### config.mk
export PLATFORM = sky130hd
export DESIGN_NAME = ps2_rx_fifo
export DESIGN_NICKNAME = d
export VERILOG_FILES = /design/src/rtl/ps2_pkg.sv /design/src/rtl/byte_fifo.sv /design/src/rtl/ps2_rx_fifo.sv
export SDC_FILE = /design/constraint.sdc
export NUM_CORES = 1
export LEC_CHECK = 0
export BUFFER_PORTS_ARGS = -buffer_cell sky130_fd_sc_hd__buf_2
export CAP_MARGIN = 20
export CORE_UTILIZATION = 61
export CTS_CLUSTER_DIAMETER = 50
export CTS_CLUSTER_SIZE = 25
export DETAILED_ROUTE_END_ITERATION = 16
export GPL_ROUTABILITY_DRIVEN = 0
export PLACE_DENSITY_LB_ADDON = 0.2
export SYNTH_ARGS = -nofsm -noshare
export SYNTH_HDL_FRONTEND = slang
export SYNTH_SLANG_ARGS = --single-unit
export TNS_END_PERCENT = 50
### constraint.sdc
create_clock -name clk -period 2.8 [get_ports clk]
set_clock_uncertainty 0.15 [all_clocks]
set_input_delay 0.28 -clock clk [delete_from_list [all_inputs] [get_ports clk]]
set_output_delay 0.28 -clock clk [all_outputs]
set_load 0.05 [all_outputs]
### src/rtl/ps2_pkg.sv
// ps2_pkg: shared receive-state encoding and PS/2 frame constants
package ps2_pkg;
  typedef enum logic [1:0] {IDLE, SHIFT, CHECK} rx_state_e;
  localparam int PS2_FRAME_BITS = 11;
  localparam logic PS2_IDLE = 1'b1;
endpackage

### src/rtl/byte_fifo.sv
// byte_fifo: synchronous FIFO; a push on a full FIFO is taken only when a pop frees the slot
module byte_fifo #(
  parameter int DEPTH = 8,
  parameter int W = 8
) (
  input  logic                     clk,
  input  logic                     clrn,
  input  logic                     push,
  input  logic                     pop,
  input  logic [W-1:0]             din,
  output logic [W-1:0]             dout,
  output logic                     full,
  output logic                     empty,
  output logic [$clog2(DEPTH):0]   count
);
  localparam int AW = $clog2(DEPTH);
  logic [W-1:0] mem [DEPTH];
  logic [AW-1:0] wr_ptr, rd_ptr;
  logic do_push, do_pop;
  assign empty = count == '0;
  assign full = count == (AW+1)'(DEPTH);
  assign do_pop = pop && !empty;
  assign do_push = push && (!full || do_pop);
  assign dout = empty ? '0 : mem[rd_ptr];
  always_ff @(posedge clk) begin
    if (!clrn) begin
      wr_ptr <= '0;
      rd_ptr <= '0;
      count <= '0;
    end else begin
      wr_ptr <= do_push ? wr_ptr + 1'b1 : wr_ptr;
      rd_ptr <= do_pop ? rd_ptr + 1'b1 : rd_ptr;
      count <= count + (AW+1)'(do_push) - (AW+1)'(do_pop);
      if (do_push) mem[wr_ptr] <= din;
    end
  end
endmodule

### src/rtl/ps2_rx_fifo.sv
// ps2_rx_fifo: PS/2 device-to-host receiver feeding a byte FIFO with ready/nextdata_n pop.
// Define PS2_PARITY_CHECK_EN to reject frames with bad odd parity.
module ps2_rx_fifo
  import ps2_pkg::*;
#(
  parameter int FIFO_DEPTH = 8,
  parameter int SYNC_STAGES = 3,
  parameter int TIMEOUT_CYCLES = 5000
) (
  input  logic       clk,
  input  logic       clrn,
  input  logic       ps2_clk,
  input  logic       ps2_data,
  input  logic       nextdata_n,
  output logic [7:0] data,
  output logic       ready,
  output logic       overflow,
  output logic       frame_err
);
  localparam int TW = $clog2(TIMEOUT_CYCLES);
`ifdef PS2_PARITY_CHECK_EN
  localparam bit PAR_EN = 1'b1;
`else
  localparam bit PAR_EN = 1'b0;
`endif
  rx_state_e state, state_n;
  logic [SYNC_STAGES-1:0] clk_sync, dat_sync;
  logic [PS2_FRAME_BITS-1:0] shreg;
  logic [3:0] bit_cnt;
  logic [TW-1:0] to_cnt;
  logic [$clog2(FIFO_DEPTH):0] count;
  logic fall, din, timeout, frame_ok, push, pop, bad, full, empty;
  assign fall = clk_sync[SYNC_STAGES-1] & ~clk_sync[SYNC_STAGES-2];
  assign din = dat_sync[SYNC_STAGES-2];
  assign timeout = state == SHIFT && !fall && to_cnt == TW'(TIMEOUT_CYCLES-1);
  // shreg[0] is the start bit, [8:1] data, [9] parity, [10] stop
  assign frame_ok = !shreg[0] && shreg[PS2_FRAME_BITS-1] && (!PAR_EN || ^shreg[9:1]);
  assign pop = !nextdata_n && !empty;
  assign ready = count != '0;
  always_comb begin
    state_n = state == IDLE  ? (fall ? SHIFT : IDLE) :
              state == SHIFT ? ((fall && bit_cnt == 4'(PS2_FRAME_BITS-2)) ? CHECK : timeout ? IDLE : SHIFT) :
              IDLE;
    push = state == CHECK && frame_ok;
    bad = timeout || (state == CHECK && !frame_ok);
  end
  always_ff @(posedge clk) begin
    if (!clrn) begin
      state <= IDLE;
      clk_sync <= {SYNC_STAGES{PS2_IDLE}};
      dat_sync <= {SYNC_STAGES{PS2_IDLE}};
      shreg <= '0;
      bit_cnt <= '0;
      to_cnt <= '0;
      frame_err <= 1'b0;
      overflow <= 1'b0;
    end else begin
      state <= state_n;
      clk_sync <= {clk_sync[SYNC_STAGES-2:0], ps2_clk};
      dat_sync <= {dat_sync[SYNC_STAGES-2:0], ps2_data};
      if (fall) shreg <= {din, shreg[PS2_FRAME_BITS-1:1]};
      bit_cnt <= state == IDLE ? '0 : fall ? bit_cnt + 1'b1 : bit_cnt;
      to_cnt <= (state != SHIFT || fall) ? '0 : to_cnt + 1'b1;
      frame_err <= bad;
      overflow <= (push && full && nextdata_n) ? 1'b1 : pop ? 1'b0 : overflow;
    end
  end
  byte_fifo #(.DEPTH(FIFO_DEPTH), .W(8)) u_fifo (
    .clk(clk), .clrn(clrn), .push(push), .pop(pop), .din(shreg[8:1]),
    .dout(data), .full(full), .empty(empty), .count(count)
  );
endmodule

Yosys cells after proc, flatten, opt, wreduce, memory -nomap -nowiden
Memory sizes are Yosys's and may differ from the RTL's. A register that Yosys moved wholly into a read port is not among the register bits.
Cells that the tools add are included.
{"block": "classes", "reduce_logical": 26, "n_eq_ne": 6, "n_addsub": 6, "mux": 13, "n_bitwise": 3}
{"op": "$add A13 B1 Y13 const B", "n": 1}
{"op": "$eq A13 B13 Y1 const B", "n": 1}
{"op": "$logic_and A1 B1 Y1", "n": 11}
{"op": "$eq A4 B4 Y1 const B", "n": 2}
{"op": "$mux W8", "n": 1}
{"op": "$mux W1", "n": 7}
{"op": "$add A3 B1 Y3 const B", "n": 2}
{"op": "$logic_not A1 Y1", "n": 6}
{"op": "$mux W2", "n": 3}
{"op": "$mux W3", "n": 2}
{"op": "$add A4 B1 Y4", "n": 1}
{"op": "$add A4 B1 Y4 const B", "n": 1}
{"op": "$logic_not A4 Y1", "n": 1}
{"op": "$reduce_bool A4 Y1", "n": 1}
{"op": "$reduce_or A2 Y1", "n": 2}
{"op": "$sub A4 B1 Y4", "n": 1}
{"op": "$logic_or A1 B1 Y1", "n": 3}
{"op": "$eq A2 B1 Y1 const B", "n": 1}
{"op": "$eq A2 B2 Y1 const B", "n": 1}
{"op": "$logic_not A2 Y1", "n": 1}
{"op": "$ne A2 B1 Y1 const B", "n": 1}
{"op": "$not A1 Y1", "n": 2}
{"op": "$reduce_bool A2 Y1", "n": 1}
{"op": "$and A1 B1 Y1", "n": 1}
{"block": "word_totals", "ff_bits": 47, "ram_bits": 64, "inputBits": 5, "mem_count": 1, "output_inout_bits": 11, "word_cells": 66}
{"name": "u_fifo.mem", "depth": 8, "word_bits": 8, "read_ports": 1, "rd_ports_with_merged_regs": 1, "wr": 1, "line": "byte_fifo.sv:17", "rtl": "logic [W-1:0] mem [DEPTH];"}

Longest topological paths before layout
Gate-level depths: netlist of run 1.
{"block": "logic_depth", "word_depth": 9, "mapped_depth": 10, "depth_no_buf": 10}

Cells and area by module
From an unflattened synthesis of run 1, not the netlist that was laid out.
{"block": "hier_totals", "hier_cells": 348, "area_unflattened_um2": 4678.2}
{"mod": "byte_fifo", "area_per_inst_um2": 3144.3, "cells_each": 178, "n_inst": 1}
{"mod": "ps2_rx_fifo", "area_per_inst_um2": 1534.0, "cells_each": 170, "n_inst": 1}

Worst setup path before layout of run 1
OpenSTA, ideal clock, no wires.
{"block": "synth_timing", "kind": "register to register", "startpoint": "reg u_fifo.count[2]", "endpoint": "mem u_fifo.mem[0][0], enable pin", "synth_period_minus_slack_ns": 2.298, "stages_incl_launch_ff": 6, "path_buffers": 0, "t_arrival_ns": 1.754, "t_required_ns": 2.255, "slack_ns": 0.502, "cell_sequence": "dfxtp_1 inv_1 ha_1 or3b_1 o21ai_2 nor4_1"}
{"block": "synth_via", "elab_chain_cells": 9, "word_cells_on_any_way": 11, "classes_between": "eq/ne: 1; mux: 3; reduce/logical: 7"}
{"element": "start: declaration", "line": "byte_fifo.sv:14", "rtl": "output logic [$clog2(DEPTH):0] count"}
{"element": "start signal: assignment", "line": "byte_fifo.sv:33", "rtl": "count <= count + (AW+1)'(do_push) - (AW+1)'(do_pop);"}
{"element": "$logic_not A4 Y1", "line": "byte_fifo.sv:20", "rtl": "assign empty = count == '0;"}
{"element": "$logic_not A1 Y1", "line": "byte_fifo.sv:22, ps2_rx_fifo.sv:38"}
{"element": "$logic_and A1 B1 Y1", "line": "ps2_rx_fifo.sv:38", "rtl": "assign pop = !nextdata_n && !empty;"}
{"element": "$logic_and A1 B1 Y1", "line": "byte_fifo.sv:22", "rtl": "assign do_pop = pop && !empty;"}
{"element": "$logic_or A1 B1 Y1 (*)", "line": "byte_fifo.sv:23", "rtl": "assign do_push = push && (!full || do_pop);"}
{"element": "$logic_and A1 B1 Y1 (*)", "line": "byte_fifo.sv:23"}
{"element": "$mux W1 (*)", "line": "byte_fifo.sv:34", "rtl": "if (do_push) mem[wr_ptr] <= din;"}
{"element": "$mux W1 (*)", "line": "byte_fifo.sv:26", "rtl": "if (!clrn) begin"}
{"element": "$mux W1 (implied by the code) (*)", "line": "byte_fifo.sv:34"}
{"element": "end: declaration", "line": "byte_fifo.sv:17"}
Mark *: on every way between the ends. The rest lies on a longest branch, timed or not.

==> impl_metrics.yaml, run 1 <==
status:
  status: "finished, final reports clean"
clock_network:
  numCtsBuffers: 17
  cts_tree: "built"
  h-tree-depth: 4
  clkSinkCount: 114
  clk_pin_slew_ns: 0.06
  clock_path_buffers: 2
  worstSkewPairLatency_ns: 0.51
  clock-root-buffer: "clkbuf_8"
logic_synthesis:
  synthesis.area_um2: 4670
  syn_area_per_cell_um2: 13.6
  synthSimpleGateAreaFrac_pct: 12.8
  dominantRegCellSynth: "edfxtp_1"
  synthAdderAreaFrac_pct: 3.11
  netlist_instances: 343
  ys_seq_elements: 114
  synthXorXnorAreaFrac_pct: 1.13
  yosys-mux-area-fraction_pct: 10.1
  yosysWarnings: 0
  seq_area_frac_synth_pct: 62.6
  synth_edf_count: 64
  syn_nets: 359
  synth.distinct_cells: 50
  async_flop_share_pct: 0
  synth-compound-area-share_pct: 7.10
  synth_top_family_by_area: "simple AND/OR/NAND/NOR gates"
timing:
  slew_headroom_pct: 56.1
  setup_viol: 0
  min_period_ns: 2.67
  setup_ws_ns: 0.125
  post-route-period-util_pct: 95.5
  tns_ns: 0
  worstMarginPinSlew_ns: 0.658
  grt_setup_unrepaired: "false"
  final-hold-violation-count: 0
  slew_violations: 0
  fmax_mhz: 374
routing:
  drt-total-wl_um: 9300
  vias: 2868
  wl_per_cell_um: 18.9
  ant_nets: 0
  drtPass1Iterations: 4
  remaining_drc_errors: 0
  viasPerCell: 5.83
  drt_first_iter_violations: 210
pwr:
  power_switching_share_pct: 29.0
  power.density_nw_per_um2: 874
  combPwrFrac_pct: 19.1
  p_seq_share_pct: 38.2
  p_sw_mw: 1.39
  p_clk_share_pct: 42.7
  p_int_mw: 3.41
  p_leak_nw: 1.94
  peakVddDrop_mv: 0.455
place:
  numPortBuffers: 15
  place_ws_ns: 0.390
  hpwl_um: 5020
cells_and_area:
  nNetsFinal: 396
  syn_to_final_growth_pct: 17.8
  layout-drive-gt1-share_pct: 17.6
  diodes: 0
global_route:
  track_usage_pct: 26.5
  grt_pass1_wl_um: 14600
  antenna_found_initial: 0
  grt_max_degree: 23
  grt_pass1_vias: 2754
  globalRouteOverflowTotal: 0
critical_path:
  cpPeakStageDelay_ns: 0.69
  cp_max_fo: 16
  end_kind: "output pin"
  cp.required_ns: 2.37
  critical_path_class: "reg -> out"
  worst_setup_path_start_kind: "register"
  crit_path_cell_trace: "buf_6 > mux4_1 > a22o_1 > buf_2"
  cp.arrival_ns: 2.24
  worst_path_max_delay_cell: "mux4_1"
floorplanning:
  core_area_um2: 7330
  die_h_um: 89.5
  die_w_um: 89.5
  rows: 31
  dieArea_um2: 8010
  pin_count: 16
  initial_core_util_pct: 63.7
flow_run:
  cap_viol_max_count: 0
min_path:
  hp-class: "reg -> reg"
## logic make-up (layout without fill, tap and decap cells)
group | count (synthesis) | count (layout)
compound gates | 54 | 54
xor+xnor | 6 | 6
fa+ha+maj | 11 | 11
buf+inv | 29 | 79
flops | 114 | 114
mux | 22 | 22
simple gates | 107 | 107
## what timing repair did
| action | CTS | global route |
|---|---|---|
| setup endpoints to repair | 0 | 8 |
| setup buffers | 0 | 1 |
| hold endpoints to repair | 6 | 0 |
| hold buffers | 6 | 0 |
| resized for setup | 0 | 1 |
## routing by layer
layer	track usage [%]	vias to the layer above	routed length, um
met3	8.49	12	387
met4	9.09	0	114
met2	42.5	60	4570
met5	0	-	0
met1	34.3	1408	4230
li1	-	1388	-
## through the flow
| step | cell area, um^2 | instances | hold WS, ns | power [mW] | utilization, % |
|---|---|---|---|---|---|
| 2_1_floorplan | 4670 | 343 | 0.231 | 2.59 | - |
| 3_3_place_gp | 4860 | 453 | 0.243 | 2.73 | 66.2 |
| 3_5_place_dp | 4860 | 453 | 0.247 | 2.75 | 66.2 |
| 4_1_cts | 5490 | 491 | 0.261 | 4.81 | 74.9 |
| 5_1_grt | 5500 | 492 | 0.268 | 5.00 | 75.0 |
| 6_report | 5500 | 492 | 0.259 | 4.81 | 75.0 |
## power by group through the flow
stage	combinational, mW	clock (mW)	sequential (mW)
floorplan	0.731	0	1.86
global placement	0.862	0	1.86
detailed placement	0.884	0	1.87
CTS	0.910	2.07	1.84
global route	1.00	2.15	1.84
finish	0.920	2.05	1.84
## Yosys cell counts (all sizes together), types with 6 or more instances
| cell type | n | share of area [%] |
|---|---|---|
| ha | 10 | 2.7 |
| nand3 | 9 | 0.96 |
| nor4 | 6 | 0.80 |
| or3 | 6 | 0.83 |
| clkbuf | 8 | 0.88 |
| a21oi | 27 | 2.9 |
| buf | 8 | 1.3 |
| nand2 | 31 | 2.5 |
| inv | 13 | 1.0 |
| mux4 | 16 | 8.8 |
| nand4 | 6 | 0.80 |
| mux2i | 6 | 1.3 |
| edfxtp | 64 | 41 |
| nand2b | 10 | 1.3 |
| nor2 | 14 | 1.1 |
| o21ai | 9 | 1.0 |
| a22o | 8 | 1.5 |
| dfxtp | 50 | 21 |
## worst paths after layout
kind              slack (ns)       startpoint  cells after the start              end
hold reg to reg         0.26      dat_sync[0]                      1      dat_sync[1]
setup reg to reg        0.37  u_fifo.count[2]                      9  u_fifo.count[1]
hold / removal          0.26      dat_sync[0]                      1      dat_sync[1]
setup / recovery        0.13         register                      4          data[4]
## critical path: cells and delay by family (launching register included)
kind	cells	cell delay, ns
multiplexers	1	0.69
AO/OA/AOI/OAI	1	0.27
flip-flops	1	0.33
buffers and inverters	2	0.44
## state kept, by name, summed over array words and instances (netlist names), named ones only
| name | flops |
|---|---|
| overflow | 1 |
| frame_err | 1 |
| u_fifo.count | 4 |
| dat_sync | 2 |
| u_fifo.rd_ptr | 3 |
| shreg | 11 |
| bit_cnt | 4 |
| to_cnt | 13 |
| state | 2 |
| clk_sync | 3 |
| u_fifo.wr_ptr | 3 |
| u_fifo.mem | 64 |
## layout by cell type (no fill, tap or decap), types with 4 or more instances in the layout
master         count
nand2b_1          10
nand2_1           31
clkbuf_16         16
mux4_1            13
nand3_1            9
inv_1             12
ha_1              10
nor2_1            14
edfxtp_1          64
a21oi_1           27
or4_1              4
nor4_1             6
buf_2             15
nor3_1             4
o31ai_1            4
dfxtp_1           50
clkinv_4           5
a22o_1             8
or3_1              5
buf_4             12
dlygate4sd3_1      6
xor2_1             4
nand4_1            6
o21ai_0            8
mux2i_1            6
## area by class of cell
class	instances	area, um^2
Clock inverter	15	159
Tap cell	99	124
Sequential cell	114	2920
Timing Repair Buffer	34	236
Inverter	13	48.8
Clock buffer	17	414
Multi-Input combinational cell	200	1600
Fill cell	443	1830
Power figures use the tool's default switching activity.
==> run 2: changes to the inputs <==
ABC_AREA = 1   (was unset)
BUFFER_PORTS_ARGS = -buffer_cell sky130_fd_sc_hd__clkbuf_2   (was -buffer_cell sky130_fd_sc_hd__buf_2)
==> run 2 against run 1 <==
Against the previous run: die area up 1.4%; global-route usage fell by 0.84 points; cell count up 30%.
==> impl_metrics.yaml, run 2 <==
routing:
  ant_nets: 0
  drt-total-wl_um: 9640
  drtPass1Iterations: 5
  drt_first_iter_violations: 283
  vias: 3426
  remaining_drc_errors: 0
  wl_per_cell_um: 15.1
  viasPerCell: 5.37
pwr:
  p_clk_share_pct: 42.3
  p_seq_share_pct: 35.8
  p_leak_nw: 2.11
  p_int_mw: 3.65
  power_switching_share_pct: 30.5
  p_sw_mw: 1.60
  power.density_nw_per_um2: 949
  peakVddDrop_mv: 0.543
  combPwrFrac_pct: 21.9
  total_power_mw: 5.25
timing:
  setup_viol: 0
  min_period_ns: 2.53
  worstMarginPinSlew_ns: 0.668
  slew_headroom_pct: 55.3
  grt_setup_unrepaired: "false"
  fmax_mhz: 396
  post-route-period-util_pct: 90.3
  hold-worst-slack_ns: 0.0908
  tns_ns: 0
  setup_ws_ns: 0.272
  final-hold-violation-count: 0
  slew_violations: 0
logic_synthesis:
  ys_seq_elements: 114
  synth_top_family_by_area: "simple AND/OR/NAND/NOR gates"
  synthAdderAreaFrac_pct: 3.06
  synth_top_area_share_pct: 40.6
  synth-compound-area-share_pct: 9.72
  yosysWarnings: 0
  syn_area_per_cell_um2: 9.46
  synthSimpleGateAreaFrac_pct: 20.3
  yosysMostFrequentCell: "nor2_1"
  yosysTopAreaCell: "edfxtp_1"
  async_flop_share_pct: 0
  synthXorXnorAreaFrac_pct: 0.370
  synth.distinct_cells: 28
  dominantRegCellSynth: "edfxtp_1"
  seq_area_frac_synth_pct: 61.7
  netlist_instances: 501
  synthTopCellsByCount: "nor2_1, edfxtp_1, nand2_1"
  syn_nets: 517
  synthesis.area_um2: 4740
  yosys-mux-area-fraction_pct: 0
  synth_edf_count: 64
  synth_area_leaders: "edfxtp_1, dfxtp_1, nor2_1"
min_path:
  hp-start: "clrn"
  hold_path_depth: 2
  hp-class: "in -> reg"
  holdPathEnd: "clk_sync[2]"
floorplanning:
  dieArea_um2: 8120
  core_area_um2: 7370
  die_h_um: 90.1
  rows: 31
  pin_count: 16
  die_w_um: 90.1
  initial_core_util_pct: 64.3
global_route:
  globalRouteOverflowTotal: 0
  grt_pass1_vias: 3253
  track_usage_pct: 25.7
  grt_max_degree: 33
  grt_pass1_wl_um: 15800
  antenna_found_initial: 0
cells_and_area:
  mostFrequentLayoutCells: "nor2_1, edfxtp_1, nand2_1, dfxtp_1, o21ai_0"
  largest_reg_flops: 64
  top_regs: "u_fifo.mem (64), to_cnt (13), shreg (11)"
  layout-drive-gt1-share_pct: 12.4
  finalNonFillerCells: 638
  layout_commonest_cell: "nor2_1"
  num-fill-cells: 485
  nNetsFinal: 542
  syn_to_final_growth_pct: 16.8
  top_register: "u_fifo.mem"
  diodes: 0
clock_network:
  clock-root-buffer: "clkbuf_8"
  postCtsSetupRepairBufs: 0
  clk_pin_slew_ns: 0.05
  hold_buffers: 3
  clkSinkCount: 114
  numCtsBuffers: 17
  cts_resized: 0
  clock_path_buffers: 2
  cts_tree: "built"
  worstSkewPairLatency_ns: 0.51
  h-tree-depth: 4
critical_path:
  cp.arrival_ns: 2.10
  cp_max_fo: 25
  worst_setup_path_start_kind: "register"
  rr_startpoint: "u_fifo.count[2]"
  r2r_end: "u_fifo.count[2]"
  end_kind: "output pin"
  regToRegSetupSlack_ns: 0.37
  r2r_cells: 12
  cp.required_ns: 2.37
  critical_path_class: "reg -> out"
flow_run:
  cap_viol_max_count: 0
place:
  place_ws_ns: 0.454
  hpwl_um: 6150
  numPortBuffers: 15
  dp_cells: 603
status:
  status: "finished, final reports clean"
-- run 2: logic make-up after synthesis --
family                     Yosys count
and+or+nand+nor                    229
DFF                                114
AOI/OAI and AO/OA                   88
buffers and inverters               57
adders and majority gates           11
xor gates and xnor gates             2
-- run 2: cell type report --
class | count | area (um^2) | area share [%]
clock buffer | 20 | 425 | 7.69
clock inverter | 12 | 188 | 3.39
inverter | 41 | 154 | 2.78
multi-input combinational | 330 | 1580 | 28.6
sequential | 114 | 2920 | 52.8
tap | 99 | 124 | 2.24
timing repair buffer | 22 | 135 | 2.44
-- run 2: stage by stage --
stage                     utilization [%]  cell area (um^2)
final                                75.1              5530
after global routing                 75.1              5530
after CTS                            75.1              5530
after detailed placement             66.3              4890
after global placement               66.3              4890
after floorplan                         -              4740
-- run 2: how the worst max path moves through the flow --
stage	endpoint	slack [ns]	cells past startpoint
after floorplan	u_fifo.count[2]	0.45	12
after global placement	u_fifo.count[2]	0.55	12
after detailed placement	u_fifo.count[2]	0.45	12
after CTS	data[3]	0.24	8
after global routing	data[3]	0.08	8
final	data[3]	0.27	8
-- run 2: metal layers --
metal / global-route usage (%) / share of wire [%] / vias to the layer above
met1: 32.3 / 43 / 1590
met5: 0 / 0 / -
met3: 6.94 / 6.0 / 8
li1: - / - / 1718
met2: 42.9 / 50 / 110
met4: 8.60 / 1.1 / 0
-- run 2: critical path, stage by stage, from the launching register on --
cell and delay, ns:
dfxtp_1 0.31, buf_4 0.25, inv_1 0.17, nor2_1 0.17
o21ai_0 0.12, nand3_1 0.11, nand2_1 0.08, nor2_1 0.10
clkbuf_2 0.28
-- run 2: power by group through the flow --
| stage | clock [mW] | sequential (mW) | combinational, mW |
|---|---|---|---|
| after floorplan | 0 | 1.89 | 0.895 |
| after global placement | 0 | 1.91 | 1.11 |
| after detailed placement | 0 | 1.91 | 1.13 |
| after CTS | 2.24 | 1.88 | 1.16 |
| after global routing | 2.31 | 1.89 | 1.27 |
| final | 2.22 | 1.88 | 1.15 |
==> run 3: changes to the inputs <==
BUFFER_PORTS_ARGS = -buffer_cell sky130_fd_sc_hd__buf_4   (was -buffer_cell sky130_fd_sc_hd__clkbuf_2)
==> run 3 against run 2 <==
Against the previous run: cell count is 0.16% higher; largest cell class unchanged; clock power is 3% lower; count of clock-buffer cells in the layout is 2 lower; critical path depth stayed put; non-clock buffer count is 1 higher; sequential cell count stayed put; total power is 0.19% lower.
==> impl_metrics.yaml, run 3 (synthesis results as in run 2) <==
critical_path:
  cp.arrival_ns: 2.20
  rr_startpoint: "u_fifo.count[2]"
  critical_path_class: "reg -> out"
  regToRegSetupSlack_ns: 0.39
  end_kind: "output pin"
  cp.required_ns: 2.37
  r2r_cells: 12
  r2r_end: "u_fifo.count[2]"
  cp_max_fo: 24
  worst_setup_path_start_kind: "register"
clock_network:
  clk_pin_slew_ns: 0.06
  numCtsBuffers: 17
  clock-root-buffer: "clkbuf_8"
  worstSkewPairLatency_ns: 0.51
  h-tree-depth: 4
  clock_path_buffers: 2
  cts_tree: "built"
  clkSinkCount: 114
floorplanning:
  core_area_um2: 7370
  die_h_um: 90.1
  pin_count: 16
  initial_core_util_pct: 64.3
  die_w_um: 90.1
  dieArea_um2: 8120
  rows: 31
min_path:
  hold_path_depth: 1
  hp-class: "reg -> reg"
  hp-start: "clk_sync[0]"
  holdPathEnd: "clk_sync[1]"
pwr:
  power.density_nw_per_um2: 940
  p_seq_share_pct: 36.0
  p_int_mw: 3.57
  p_leak_nw: 2.12
  peakVddDrop_mv: 0.519
  combPwrFrac_pct: 22.8
  p_sw_mw: 1.68
  power_switching_share_pct: 32.0
  p_clk_share_pct: 41.2
cells_and_area:
  layout-drive-gt1-share_pct: 13.1
  top_register: "u_fifo.mem"
  top_regs: "u_fifo.mem (64), to_cnt (13), shreg (11)"
  finalNonFillerCells: 639
  seq_area_um2: 2920
  diodes: 0
  largest_reg_flops: 64
  syn_to_final_growth_pct: 17.7
  multi_input_area_um2: 1580
  post-route-util_pct: 75.7
  mostFrequentLayoutCells: "nor2_1, edfxtp_1, nand2_1, dfxtp_1, o21ai_0"
  nNetsFinal: 543
  layout_commonest_cell: "nor2_1"
  num-fill-cells: 501
routing:
  remaining_drc_errors: 0
  drt_first_iter_violations: 218
  drt-total-wl_um: 9350
  vias: 3516
  wl_per_cell_um: 14.6
  ant_nets: 0
  viasPerCell: 5.50
  drtPass1Iterations: 5
global_route:
  antenna_found_initial: 0
  globalRouteOverflowTotal: 0
  grt_max_degree: 33
  grt_pass1_wl_um: 15800
  grt_pass1_vias: 3406
  track_usage_pct: 25.1
place:
  numPortBuffers: 15
  hpwl_um: 5900
  dp_cells: 603
timing:
  slew_violations: 0
  tns_ns: 0
  slew_headroom_pct: 53.0
  final-hold-violation-count: 0
  min_period_ns: 2.63
  grt_setup_unrepaired: "false"
  post-route-period-util_pct: 94.0
  fmax_mhz: 380
  worstMarginPinSlew_ns: 0.702
  hold-worst-slack_ns: 0.260
  setup_viol: 0
flow_run:
  cap_viol_max_count: 0
status:
  status: "finished, final reports clean"
## run 3: changes by cell type in the layout (fill, tap and decap cells not counted), moves of 2 or more
cell,delta
clkbuf_2,-15
clkbuf_1,-3
inv_6,+2
buf_4,+15
bufinv_16,-2
clkinv_4,+6
clkinv_2,-5
## run 3: layout make-up
class / instances / area share [%]
clock inverter: 14 / 3.23
clock buffer: 18 / 7.67
multi-input combinational: 330 / 28.4
timing repair buffer: 23 / 3.28
tap: 99 / 2.22
inverter: 41 / 2.76
sequential: 114 / 52.4
## run 3: routing by layer
layer	GRT usage (%)	up-vias	routed length (um)
met2	43.1	123	4880
met1	29.6	1651	3770
met5	0	-	0
li1	-	1725	-
met3	6.43	17	534
met4	11.4	0	168
## run 3: through the flow
step | worst slack (ns) | power, mW | area, um^2
after floorplan | 0.450 | 2.79 | 4740
after global placement | 0.545 | 3.06 | 4930
after detailed placement | 0.455 | 3.09 | 4930
after CTS | 0.0484 | 5.25 | 5580
after global routing | 0.101 | 5.47 | 5580
final | 0.167 | 5.24 | 5580
## run 3: power by group through the flow
stage	logic [mW]	clock network, mW	registers [mW]
after global placement	1.15	0	1.92
final	1.20	2.16	1.89
after CTS	1.20	2.17	1.89
after detailed placement	1.17	0	1.92
after floorplan	0.895	0	1.89
after global routing	1.31	2.27	1.90
## run 3: timing repair
action,CTS,global route
endpoints found under the hold margin,19,0
buffers inserted,0,0
hold buffers,4,0
gates resized for setup,0,1
endpoints found under the setup margin,0,3
## run 3: how the worst max path moves through the flow
stage / to / depth (start not counted) / slack, ns / start
after global placement: u_fifo.count[2] / 12 / 0.55 / u_fifo.count[2]
after global routing: data[0] / 8 / 0.10 / register
after detailed placement: u_fifo.count[2] / 12 / 0.45 / u_fifo.count[2]
after CTS: data[0] / 8 / 0.05 / register
after floorplan: u_fifo.count[2] / 12 / 0.45 / u_fifo.count[2]
final: data[0] / 8 / 0.17 / register
## run 3: critical path: stages (launching register included)
cell and delay, ns:
dfxtp_2 0.45, buf_4 0.29, nor2_1 0.10, nor2_1 0.10, o21ai_0 0.12, o21ai_1 0.14
nor2_1 0.07, nor2_1 0.18, buf_4 0.22
